## config.mk

```make
export PLATFORM = sky130hd
export DESIGN_NAME = usc_rv_mc_unit
export DESIGN_NICKNAME = d
export VERILOG_FILES = /design/src/rtl/usc_rv_pkg.sv /design/src/rtl/usc_rv_mc_div.sv /design/src/rtl/usc_rv_mc_unit.sv
export SDC_FILE = /design/constraint.sdc
export NUM_CORES = 2
export LEC_CHECK = 0
export CAP_MARGIN = 15
export CORE_MARGIN = 1
export CORE_UTILIZATION = 60
export DETAILED_ROUTE_END_ITERATION = 7
export PLACE_DENSITY_LB_ADDON = 0.08
export SLEW_MARGIN = 15
export SYNTH_ARGS = -nofsm -noshare
export SYNTH_HDL_FRONTEND = slang
export SYNTH_HIERARCHICAL = 1
export SYNTH_SLANG_ARGS = --single-unit
```

## constraint.sdc

```tcl
create_clock -name clk -period 8.65 [get_ports clk]
set_clock_uncertainty 0.15 [all_clocks]
set_input_delay 0.865 -clock clk [delete_from_list [all_inputs] [get_ports clk]]
set_output_delay 0.865 -clock clk [all_outputs]
set_load 0.01 [all_outputs]
```

## src/rtl/usc_rv_pkg.sv

```systemverilog
// Shared definitions for the RV32M multi-cycle unit: op encoding, divide timing and
// result widths used by the issue-stage forwarding network.
package usc_rv_pkg;

    typedef enum logic [2:0] {
        McMul    = 3'b000,
        McMulh   = 3'b001,
        McMulhsu = 3'b010,
        McMulhu  = 3'b011,
        McDiv    = 3'b100,
        McDivu   = 3'b101,
        McRem    = 3'b110,
        McRemu   = 3'b111
    } mc_op_e;

    typedef enum logic [1:0] {
        StIdle,
        StIter,
        StFix
    } mc_div_st_e;

    localparam int unsigned USC_RV_MC_DIV_CYCLES = 32;
    localparam int unsigned USC_RV_MC_CNT_W      = $clog2(USC_RV_MC_DIV_CYCLES);
    localparam int unsigned USC_RV_XLEN          = 32;
    localparam int unsigned USC_RV_RES_W         = 64;

endpackage

```

## src/rtl/usc_rv_mc_div.sv

```systemverilog
// Iterative radix-2 restoring divider with sign fixup and a registered result.
// Start is only honoured in idle; flush or reset abandons any divide in progress.
module usc_rv_mc_div
    import usc_rv_pkg::*;
(
    input  logic                   clk,
    input  logic                   reset_n,
    input  logic                   i_start,
    input  logic                   i_flush,
    input  logic                   i_signed,
    input  logic                   i_rem,
    input  logic [4:0]             i_rd,
    input  logic [USC_RV_XLEN-1:0] i_src0,
    input  logic [USC_RV_XLEN-1:0] i_src1,
    output logic                   o_busy,
    output logic                   o_done,
    output logic [4:0]             o_rd,
    output logic [USC_RV_XLEN-1:0] o_res
);

    localparam logic [USC_RV_MC_CNT_W-1:0] CntLast =
        USC_RV_MC_CNT_W'(USC_RV_MC_DIV_CYCLES - 1);

    mc_div_st_e                 r_state, w_state_d;
    logic [USC_RV_MC_CNT_W-1:0] r_cnt;
    logic [31:0]                r_quo, r_rem, r_dvs, r_res;
    logic                       r_q_neg, r_r_neg, r_sel_rem, r_done;
    logic [4:0]                 r_rd;

    logic        w_div_zero, w_ovf;
    logic [31:0] w_dvd_abs, w_dvs_abs;
    logic [32:0] w_rem_sh, w_diff;
    logic        w_qbit;
    logic [31:0] w_rem_nx, w_quo_fix, w_rem_fix;

    assign w_div_zero = (i_src1 == 32'd0);
    assign w_ovf      = i_signed && (i_src0 == 32'h8000_0000) && (i_src1 == 32'hFFFF_FFFF);
    assign w_dvd_abs  = (i_signed && i_src0[31]) ? (32'd0 - i_src0) : i_src0;
    assign w_dvs_abs  = (i_signed && i_src1[31]) ? (32'd0 - i_src1) : i_src1;

    // Dividend bits shift out of the top of r_quo as quotient bits shift in.
    assign w_rem_sh  = {r_rem, r_quo[31]};
    assign w_diff    = w_rem_sh - {1'b0, r_dvs};
    assign w_qbit    = ~w_diff[32];
    assign w_rem_nx  = w_qbit ? w_diff[31:0] : w_rem_sh[31:0];
    assign w_quo_fix = r_q_neg ? (32'd0 - r_quo) : r_quo;
    assign w_rem_fix = r_r_neg ? (32'd0 - r_rem) : r_rem;

    always_ff @(posedge clk) begin
        if (!reset_n || i_flush) begin
            r_state <= StIdle;
        end else begin
            r_state <= w_state_d;
        end
    end

    always_comb begin
        w_state_d = r_state;
        case (r_state)
            StIdle: begin
                if (i_start) begin
                    w_state_d = (w_div_zero || w_ovf) ? StFix : StIter;
                end
            end
            StIter: begin
                if (r_cnt == CntLast) begin
                    w_state_d = StFix;
                end
            end
            StFix:   w_state_d = StIdle;
            default: w_state_d = StIdle;
        endcase
    end

    always_ff @(posedge clk) begin
        if (!reset_n) begin
            r_cnt     <= '0;
            r_quo     <= '0;
            r_rem     <= '0;
            r_dvs     <= '0;
            r_q_neg   <= 1'b0;
            r_r_neg   <= 1'b0;
            r_sel_rem <= 1'b0;
            r_rd      <= '0;
            r_res     <= '0;
            r_done    <= 1'b0;
        end else begin
            r_done <= 1'b0;
            if (!i_flush) begin
                case (r_state)
                    StIdle: begin
                        if (i_start) begin
                            r_rd      <= i_rd;
                            r_sel_rem <= i_rem;
                            r_cnt     <= '0;
                            r_dvs     <= w_dvs_abs;
                            if (w_div_zero) begin
                                r_quo   <= 32'hFFFF_FFFF;
                                r_rem   <= i_src0;
                                r_q_neg <= 1'b0;
                                r_r_neg <= 1'b0;
                            end else if (w_ovf) begin
                                r_quo   <= 32'h8000_0000;
                                r_rem   <= 32'd0;
                                r_q_neg <= 1'b0;
                                r_r_neg <= 1'b0;
                            end else begin
                                r_quo   <= w_dvd_abs;
                                r_rem   <= 32'd0;
                                r_q_neg <= i_signed && (i_src0[31] ^ i_src1[31]);
                                r_r_neg <= i_signed && i_src0[31];
                            end
                        end
                    end
                    StIter: begin
                        r_quo <= {r_quo[30:0], w_qbit};
                        r_rem <= w_rem_nx;
                        r_cnt <= r_cnt + USC_RV_MC_CNT_W'(1);
                    end
                    StFix: begin
                        r_res  <= r_sel_rem ? w_rem_fix : w_quo_fix;
                        r_done <= 1'b1;
                    end
                    default: ;
                endcase
            end
        end
    end

    assign o_busy = (r_state != StIdle);
    assign o_done = r_done;
    assign o_rd   = r_rd;
    assign o_res  = r_res;

endmodule

```

## src/rtl/usc_rv_mc_unit.sv

```systemverilog
// RV32M multi-cycle unit: two-stage multiply pipe plus the iterative divider, merged onto a
// single registered result port. Divides hold off issue through mc_busy.
module usc_rv_mc_unit
    import usc_rv_pkg::*;
(
    input  logic                    clk,
    input  logic                    reset_n,
    input  logic                    mc_op_vld_i,
    input  logic [2:0]              mc_op_ctl_i,
    input  logic [4:0]              mc_op_rd_i,
    input  logic [USC_RV_XLEN-1:0]  mc_op_src0_i,
    input  logic [USC_RV_XLEN-1:0]  mc_op_src1_i,
    input  logic                    mc_flush_i,
    output logic                    mc_busy,
    output logic                    mc_res_vld,
    output logic [4:0]              mc_res_rd,
    output logic [USC_RV_RES_W-1:0] mc_res_data,
    output logic                    mc_div_done
);

    mc_op_e      w_op;
    logic        w_accept, w_mul_acc, w_div_start;
    logic        w_a_sgn, w_b_sgn;
    logic [63:0] w_prod;
    logic [31:0] w_mul_res;

    logic        w_div_busy, w_div_done;
    logic [4:0]  w_div_rd;
    logic [31:0] w_div_res;

    logic        r_m_vld, r_m_hi;
    logic [4:0]  r_m_rd;
    logic [32:0] r_m_a, r_m_b;
    logic        r_p_vld;
    logic [4:0]  r_p_rd;
    logic [31:0] r_p_data;

    assign w_op        = mc_op_e'(mc_op_ctl_i);
    assign w_accept    = mc_op_vld_i && !w_div_busy && !mc_flush_i;
    assign w_mul_acc   = w_accept && !mc_op_ctl_i[2];
    assign w_div_start = w_accept && mc_op_ctl_i[2];
    assign w_a_sgn     = (w_op == McMulh) || (w_op == McMulhsu);
    assign w_b_sgn     = (w_op == McMulh);

    // 33-bit operands sign-extended to 64 give the exact low 64 product bits for all forms.
    assign w_prod    = {{31{r_m_a[32]}}, r_m_a} * {{31{r_m_b[32]}}, r_m_b};
    assign w_mul_res = r_m_hi ? w_prod[63:32] : w_prod[31:0];

    always_ff @(posedge clk) begin
        if (!reset_n) begin
            r_m_vld  <= 1'b0;
            r_m_hi   <= 1'b0;
            r_m_rd   <= '0;
            r_m_a    <= '0;
            r_m_b    <= '0;
            r_p_vld  <= 1'b0;
            r_p_rd   <= '0;
            r_p_data <= '0;
        end else begin
            r_m_vld <= w_mul_acc;
            r_p_vld <= r_m_vld && !mc_flush_i;
            if (w_mul_acc) begin
                r_m_hi <= (w_op != McMul);
                r_m_rd <= mc_op_rd_i;
                r_m_a  <= {w_a_sgn && mc_op_src0_i[31], mc_op_src0_i};
                r_m_b  <= {w_b_sgn && mc_op_src1_i[31], mc_op_src1_i};
            end
            if (r_m_vld && !mc_flush_i) begin
                r_p_rd   <= r_m_rd;
                r_p_data <= w_mul_res;
            end
        end
    end

    usc_rv_mc_div u_div (
        .clk      (clk),
        .reset_n  (reset_n),
        .i_start  (w_div_start),
        .i_flush  (mc_flush_i),
        .i_signed (!mc_op_ctl_i[0]),
        .i_rem    (mc_op_ctl_i[1]),
        .i_rd     (mc_op_rd_i),
        .i_src0   (mc_op_src0_i),
        .i_src1   (mc_op_src1_i),
        .o_busy   (w_div_busy),
        .o_done   (w_div_done),
        .o_rd     (w_div_rd),
        .o_res    (w_div_res)
    );

    // Issue blocking guarantees the two sources never complete in the same cycle.
    assign mc_busy     = w_div_busy;
    assign mc_res_vld  = r_p_vld || w_div_done;
    assign mc_res_rd   = w_div_done ? w_div_rd : r_p_rd;
    assign mc_res_data = {32'd0, (w_div_done ? w_div_res : r_p_data)};
    assign mc_div_done = w_div_done;

endmodule

```

== Word level (Yosys, flattened, before mapping) ==
Index checks and enable logic that the tools add are counted.
Operators by class
  multiply operators: 1
  multiplexer cells: 27
  add/subtract/negate cells: 6
  eq/ne operators: 9
  bitwise operators: 4
  reduce and logical (&&, ||, !) cells: 31
Operators by type and width (number)
  two-way mux 32 bit: 13
  one-hot mux 32 bit (2 select lines): 2
  subtractor 1 x 32 -> 32 bit, first input constant: 4
  == test 32 bit, second input constant: 2
  multiplier 33 x 33 -> 64 bit: 1
  subtractor 33 x 32 -> 33 bit: 1
  logical NOT 32 bit: 1
  logical AND 1 bit: 12
  two-way mux 5 bit: 2
  one-hot mux 5 bit (2 select lines): 1
  two-way mux 2 bit: 3
  AND reduction 3 bit: 2
  adder 5 x 1 -> 5 bit, second input constant: 1
  == test 5 bit, second input constant: 1
  logical NOT 1 bit: 5
  two-way mux 1 bit: 5
  logical OR 1 bit: 4
  inequality test 2 x 1 -> 1 bit, second input constant: 2
  one-hot mux 2 bit (2 select lines): 1
  AND reduction 2 bit: 2
  nonzero test 2 bit: 2
  == test 3 x 1 -> 1 bit, second input constant: 1
  == test 3 x 2 -> 1 bit, second input constant: 1
  inverter 1 bit: 3
  other kinds (6): 6
Word-level totals
  output and inout bits: 72
  flip-flop bits (word level): 255
  logic and storage cells: 97

== Longest topological paths before layout ==
  depth in word-level cells: 7
  mapped depth: 30
  depth with buffers taken out: 28

== Modules after synthesis ==
Netlist, hierarchy kept.
Modules (own cells, without submodules)
  usc_rv_mc_unit: cells each 4761, instances 1, area each 43182.7 um^2, seq. area each 2222.1 um^2
  usc_rv_mc_div: cells each 1457, instances 1, area each 10939.2 um^2, seq. area each 2882.8 um^2

== Worst setup path before layout ==
Ideal clock, no wire load.
  path type: register to register
  from: register r_m_b[3]
  to: register r_p_data[31]
  cell stages (with the launch flop): 26
  buffers on the path: 2
  library setup time: 70 ps
  setup slack: 866 ps
  arrival time: 7563 ps
  cell sequence: dfxtp_1 > clkbuf_1 > clkbuf_1 > nand2_1 > inv_1 > fa_1 > fa_1 > fa_1 > fa_1 > inv_1 > fa_1 > inv_1 > fa_1 > fa_1 > inv_1 > fa_1 > inv_1 > ha_1 > a21oi_1 > nand2_1 > o31ai_1 > o41ai_4 > a21oi_2 > nor3_1 > or4b_1 > a21oi_1
Between the ends
  word-level cells in the longest chain between the ends: 2
Ends and longest elaborated chain
  start, declared: line usc_rv_mc_unit.sv:33  | logic [32:0] r_m_a, r_m_b;
  start signal, assigned: line usc_rv_mc_unit.sv:66  | r_m_b <= {w_b_sgn && mc_op_src1_i[31], mc_op_src1_i};
  multiplier 33 x 33 -> 64 bit: line usc_rv_mc_unit.sv:46  | assign w_prod = {{31{r_m_a[32]}}, r_m_a} * {{31{r_m_b[32]}}, r_m_b};
  two-way mux 32 bit: line usc_rv_mc_unit.sv:47  | assign w_mul_res = r_m_hi ? w_prod[63:32] : w_prod[31:0];
  end signal, assigned: line usc_rv_mc_unit.sv:70  | r_p_data <= w_mul_res;
  end, declared: line usc_rv_mc_unit.sv:36  | logic [31:0] r_p_data;
Every way passes these cells.
A chain may end at the register's enable or synchronous reset.

== Worst setup path after layout ==
  from: register r_m_a[8]
  to: register r_p_data[25]
Between the ends
  word-level cells in the longest chain between the ends: 2
Ends and longest elaborated chain
  start, declared: line usc_rv_mc_unit.sv:33
  start signal, assigned: line usc_rv_mc_unit.sv:65  | r_m_a <= {w_a_sgn && mc_op_src0_i[31], mc_op_src0_i};
  multiplier 33 x 33 -> 64 bit: line usc_rv_mc_unit.sv:46
  two-way mux 32 bit: line usc_rv_mc_unit.sv:47
Every way passes these cells.

==> flow_metrics.tcl <==
set metrics [dict create \
    drv_cap 0 \
    synth-main-ff-cell "dfxtp_1" \
    rows 109 \
    numCtsBuffers 30 \
    ioPinCount 148 \
    overflow 0 \
    die_h_um 302.3 \
    r2r-start "r_m_a[8]$_SDFFE_PN0P_" \
    ys_ff_latch 255 \
    cts_sinks 255 \
    cts_tree "yes" \
    antenna_found_initial 6 \
    avgSynthCellArea_um2 8.704 \
    placed_area_um2 56470 \
    worstPathRequired_ns 9.00 \
    p_leak_nw 28.33 \
    wl_per_cell_um 21.09 \
    synth-edff-count 0 \
    design_area_um2 57580 \
    firstDrtPassIters 6 \
    setup_viol 0 \
    mostFrequentLayoutCell "inv_1" \
    drive_gt1_frac 0.05302 \
    relSlewSlack 0.1977 \
    p_per_area_nw_per_um2 63.72 \
    dieWidth_um 302.3 \
    place_ws_ns 0.1434 \
    dp_hpwl_um 127100 \
    utilization 0.6476 \
    viasPerCell 5.789 \
    area_delta_synth_final_pct 6.397 \
    start_util 0.6087 \
    ys_seq_area_frac 0.09432 \
    final.setup.tns_ns 0 \
    crit_path_end_kind "flop" \
    yosysWarnings 6 \
    clk_latency_ns 0.58 \
    core_area_um2 88920 \
    cts_buffer_depth 3 \
    async_flop_share 0 \
    routed_wl_um 154700 \
    ir_drop_mv 0.1775 \
    status "finished, final reports clean" \
    period_share 0.9740 \
    clk_pin_slew_ns 0.06 \
    min_to "r_p_rd[4]$_SDFFE_PN0P_" \
    hold_slack_ns 0.3044 \
    drv_slew 0 \
    rsz0062_at_grt "no" \
    grt_pass1_vias 43320 \
    startpoint_type "flop" \
    setup_ws_ns 0.2248 \
    met2_wirelength_um 74420 \
    gp_congestion 0.9624 \
    rrSetupSlack_ns 0.22 \
    layout_common_cells "inv_1 (1151), fa_1 (1125), nand2_1 (948), and2_1 (548), a21oi_1 (252)" \
    ant_nets 0 \
    grt_max_degree 92 \
    htree_num_levels 1 \
    timing.final.hold_violations 0 \
    syn_inst 6218 \
    cp.arrival_ns 8.78 \
    grt_pass1_wl_um 245600 \
    r2r-end "r_p_data[25]$_SDFFE_PN0P_" \
    dieArea_um2 91410 \
    crit_fanout 15 \
    hold_path_class "flop to flop" \
    port-buffer-count 115 \
    path_class "flop to flop" \
    drt-met1-wl_um 62960 \
    vias 42450 \
    rr_worst_depth 27 \
    met3_length_um 11170 \
    grt_usage 0.3499 \
    hp-start "r_p_rd[4]$_SDFFE_PN0P_" \
    tightest_slew_ns 1.199 \
    syn_area_um2 54120 \
    fmax_ghz 0.1187 \
    top_layer "met5" \
    min_period_ns 8.425 \
    ys_types 90 \
    final_nets 7599 \
    drc 0 \
    hold_path_depth 2 \
    drtIter0Drc 3439 \
    cts_root_buf "clkbuf_16" \
]
-- sequential cells by signal, indices dropped and copies added (netlist names) --
name and count:
r_m_b 33, r_m_rd 5, r_p_data 32, r_m_vld 1, r_m_a 33, u_div/r_quo 32, u_div/o_res 32, r_m_hi 1
u_div/r_rem 32, r_p_rd 5, u_div/r_q_neg 1, u_div/r_state 2, u_div/o_rd 5, r_p_vld 1, u_div/r_sel_rem 1, u_div/o_done 1
u_div/r_r_neg 1, u_div/r_cnt 5, u_div/r_dvs 32
-- metrics by stage --
stage | power (mW) | instances
2_1_floorplan | 1.976 | 6249
3_3_place_gp | 2.346 | 7274
3_5_place_dp | 2.353 | 7274
4_1_cts | 3.664 | 7327
5_1_grt | 3.822 | 7333
6_report | 3.669 | 7333
-- Yosys cell counts (19+ instances only) --
cell type | n | area share
clkbuf_1 | 347 | 0.024
ha_1 | 251 | 0.058
a21o_1 | 39 | 0.0054
nand4_1 | 34 | 0.0039
o21ai_0 | 176 | 0.016
nor2b_1 | 46 | 0.0053
nand2b_1 | 19 | 0.0022
and2_1 | 548 | 0.063
o211ai_1 | 37 | 0.0051
inv_1 | 1152 | 0.080
a21boi_0 | 54 | 0.0075
nor4_1 | 21 | 0.0024
and3_1 | 22 | 0.0025
nor3_1 | 29 | 0.0027
a31oi_1 | 24 | 0.0028
dfxtp_1 | 255 | 0.094
nor2_1 | 114 | 0.0079
o221ai_1 | 31 | 0.0050
o211a_1 | 28 | 0.0052
nand3_1 | 71 | 0.0066
mux2_2 | 54 | 0.011
nand2_1 | 948 | 0.066
xnor2_1 | 121 | 0.020
fa_1 | 1126 | 0.42
a21oi_1 | 252 | 0.023
o31ai_1 | 29 | 0.0040
a211oi_1 | 21 | 0.0029
xor2_1 | 94 | 0.015
buf_4 | 33 | 0.0046
-- cell type report --
type                       instances  area, um^2
clock buffer                      43       870.8
antenna                            1       2.502
clock inverter                    10       131.4
tap                             1165        1458
multi-input combinational       4435       43200
timing repair buffer             270        2447
fill                            7635       31340
sequential                       255        5139
inverter                        1154        4335
-- how the worst max path moves through the flow --
stage	start	end	slack (ns)
floorplan	r_m_b[3]$_SDFFE_PN0P_	r_p_data[31]$_SDFFE_PN0P_	0.87
global placement	r_m_b[9]$_SDFFE_PN0P_	r_p_data[28]$_SDFFE_PN0P_	0.17
detailed placement	r_m_b[9]$_SDFFE_PN0P_	r_p_data[22]$_SDFFE_PN0P_	0.14
CTS	r_m_b[9]$_SDFFE_PN0P_	r_p_data[22]$_SDFFE_PN0P_	0.08
global route	r_m_a[8]$_SDFFE_PN0P_	r_p_data[25]$_SDFFE_PN0P_	0.008
finish	r_m_a[8]$_SDFFE_PN0P_	r_p_data[25]$_SDFFE_PN0P_	0.22
-- cell families after synthesis --
| group | count (synthesis) | share of synthesized area |
|---|---|---|
| AOI/OAI and AO/OA | 816 | 0.09793 |
| adders and majority gates | 1377 | 0.4745 |
| xor gates and xnor gates | 215 | 0.03479 |
| DFF | 255 | 0.09432 |
| other | 1 | 0.00006929 |
| and+or+nand+nor | 1924 | 0.1732 |
| muxes | 71 | 0.01440 |
| buffers and inverters | 1559 | 0.1107 |
-- critical path: stages, from the launching register on --
cell and delay, ns:
dfxtp_1 0.51, buf_4 0.32, and2_1 0.19, fa_1 0.47, inv_1 0.05, fa_1 0.53, inv_1 0.06, fa_1 0.50
inv_1 0.06, fa_1 0.53, inv_1 0.05, fa_1 0.54, fa_1 0.48, fa_1 0.51, inv_1 0.05, fa_1 0.50
inv_1 0.05, ha_1 0.44, nand4_1 0.21, nor2_1 0.15, a221oi_1 0.10, o221ai_1 0.26, a211oi_2 0.11, o211a_1 0.34
o41ai_4 0.50, nand3_2 0.15, mux2_1 0.39, a21oi_1 0.13
-- report_power, final --
part / switching [mW] / internal (mW)
clock: 0.534 / 0.783
sequential: 0.0733 / 1.21
combinational: 0.667 / 0.405
-- per-layer routing --
metal | vias up | GRT usage
met1 | 21680 | 0.4772
met5 | - | 0
met4 | 10 | 0.1258
met3 | 285 | 0.04511
met2 | 1594 | 0.5748
li1 | 18880 | -
-- timing repair --
action	4_1_cts	5_1_grt
resized for setup	0	33
buffers inserted	0	5
hold buffers	0	0
setup endpoints to repair	0	19
Note: power is estimated with default switching activity, not from simulation.
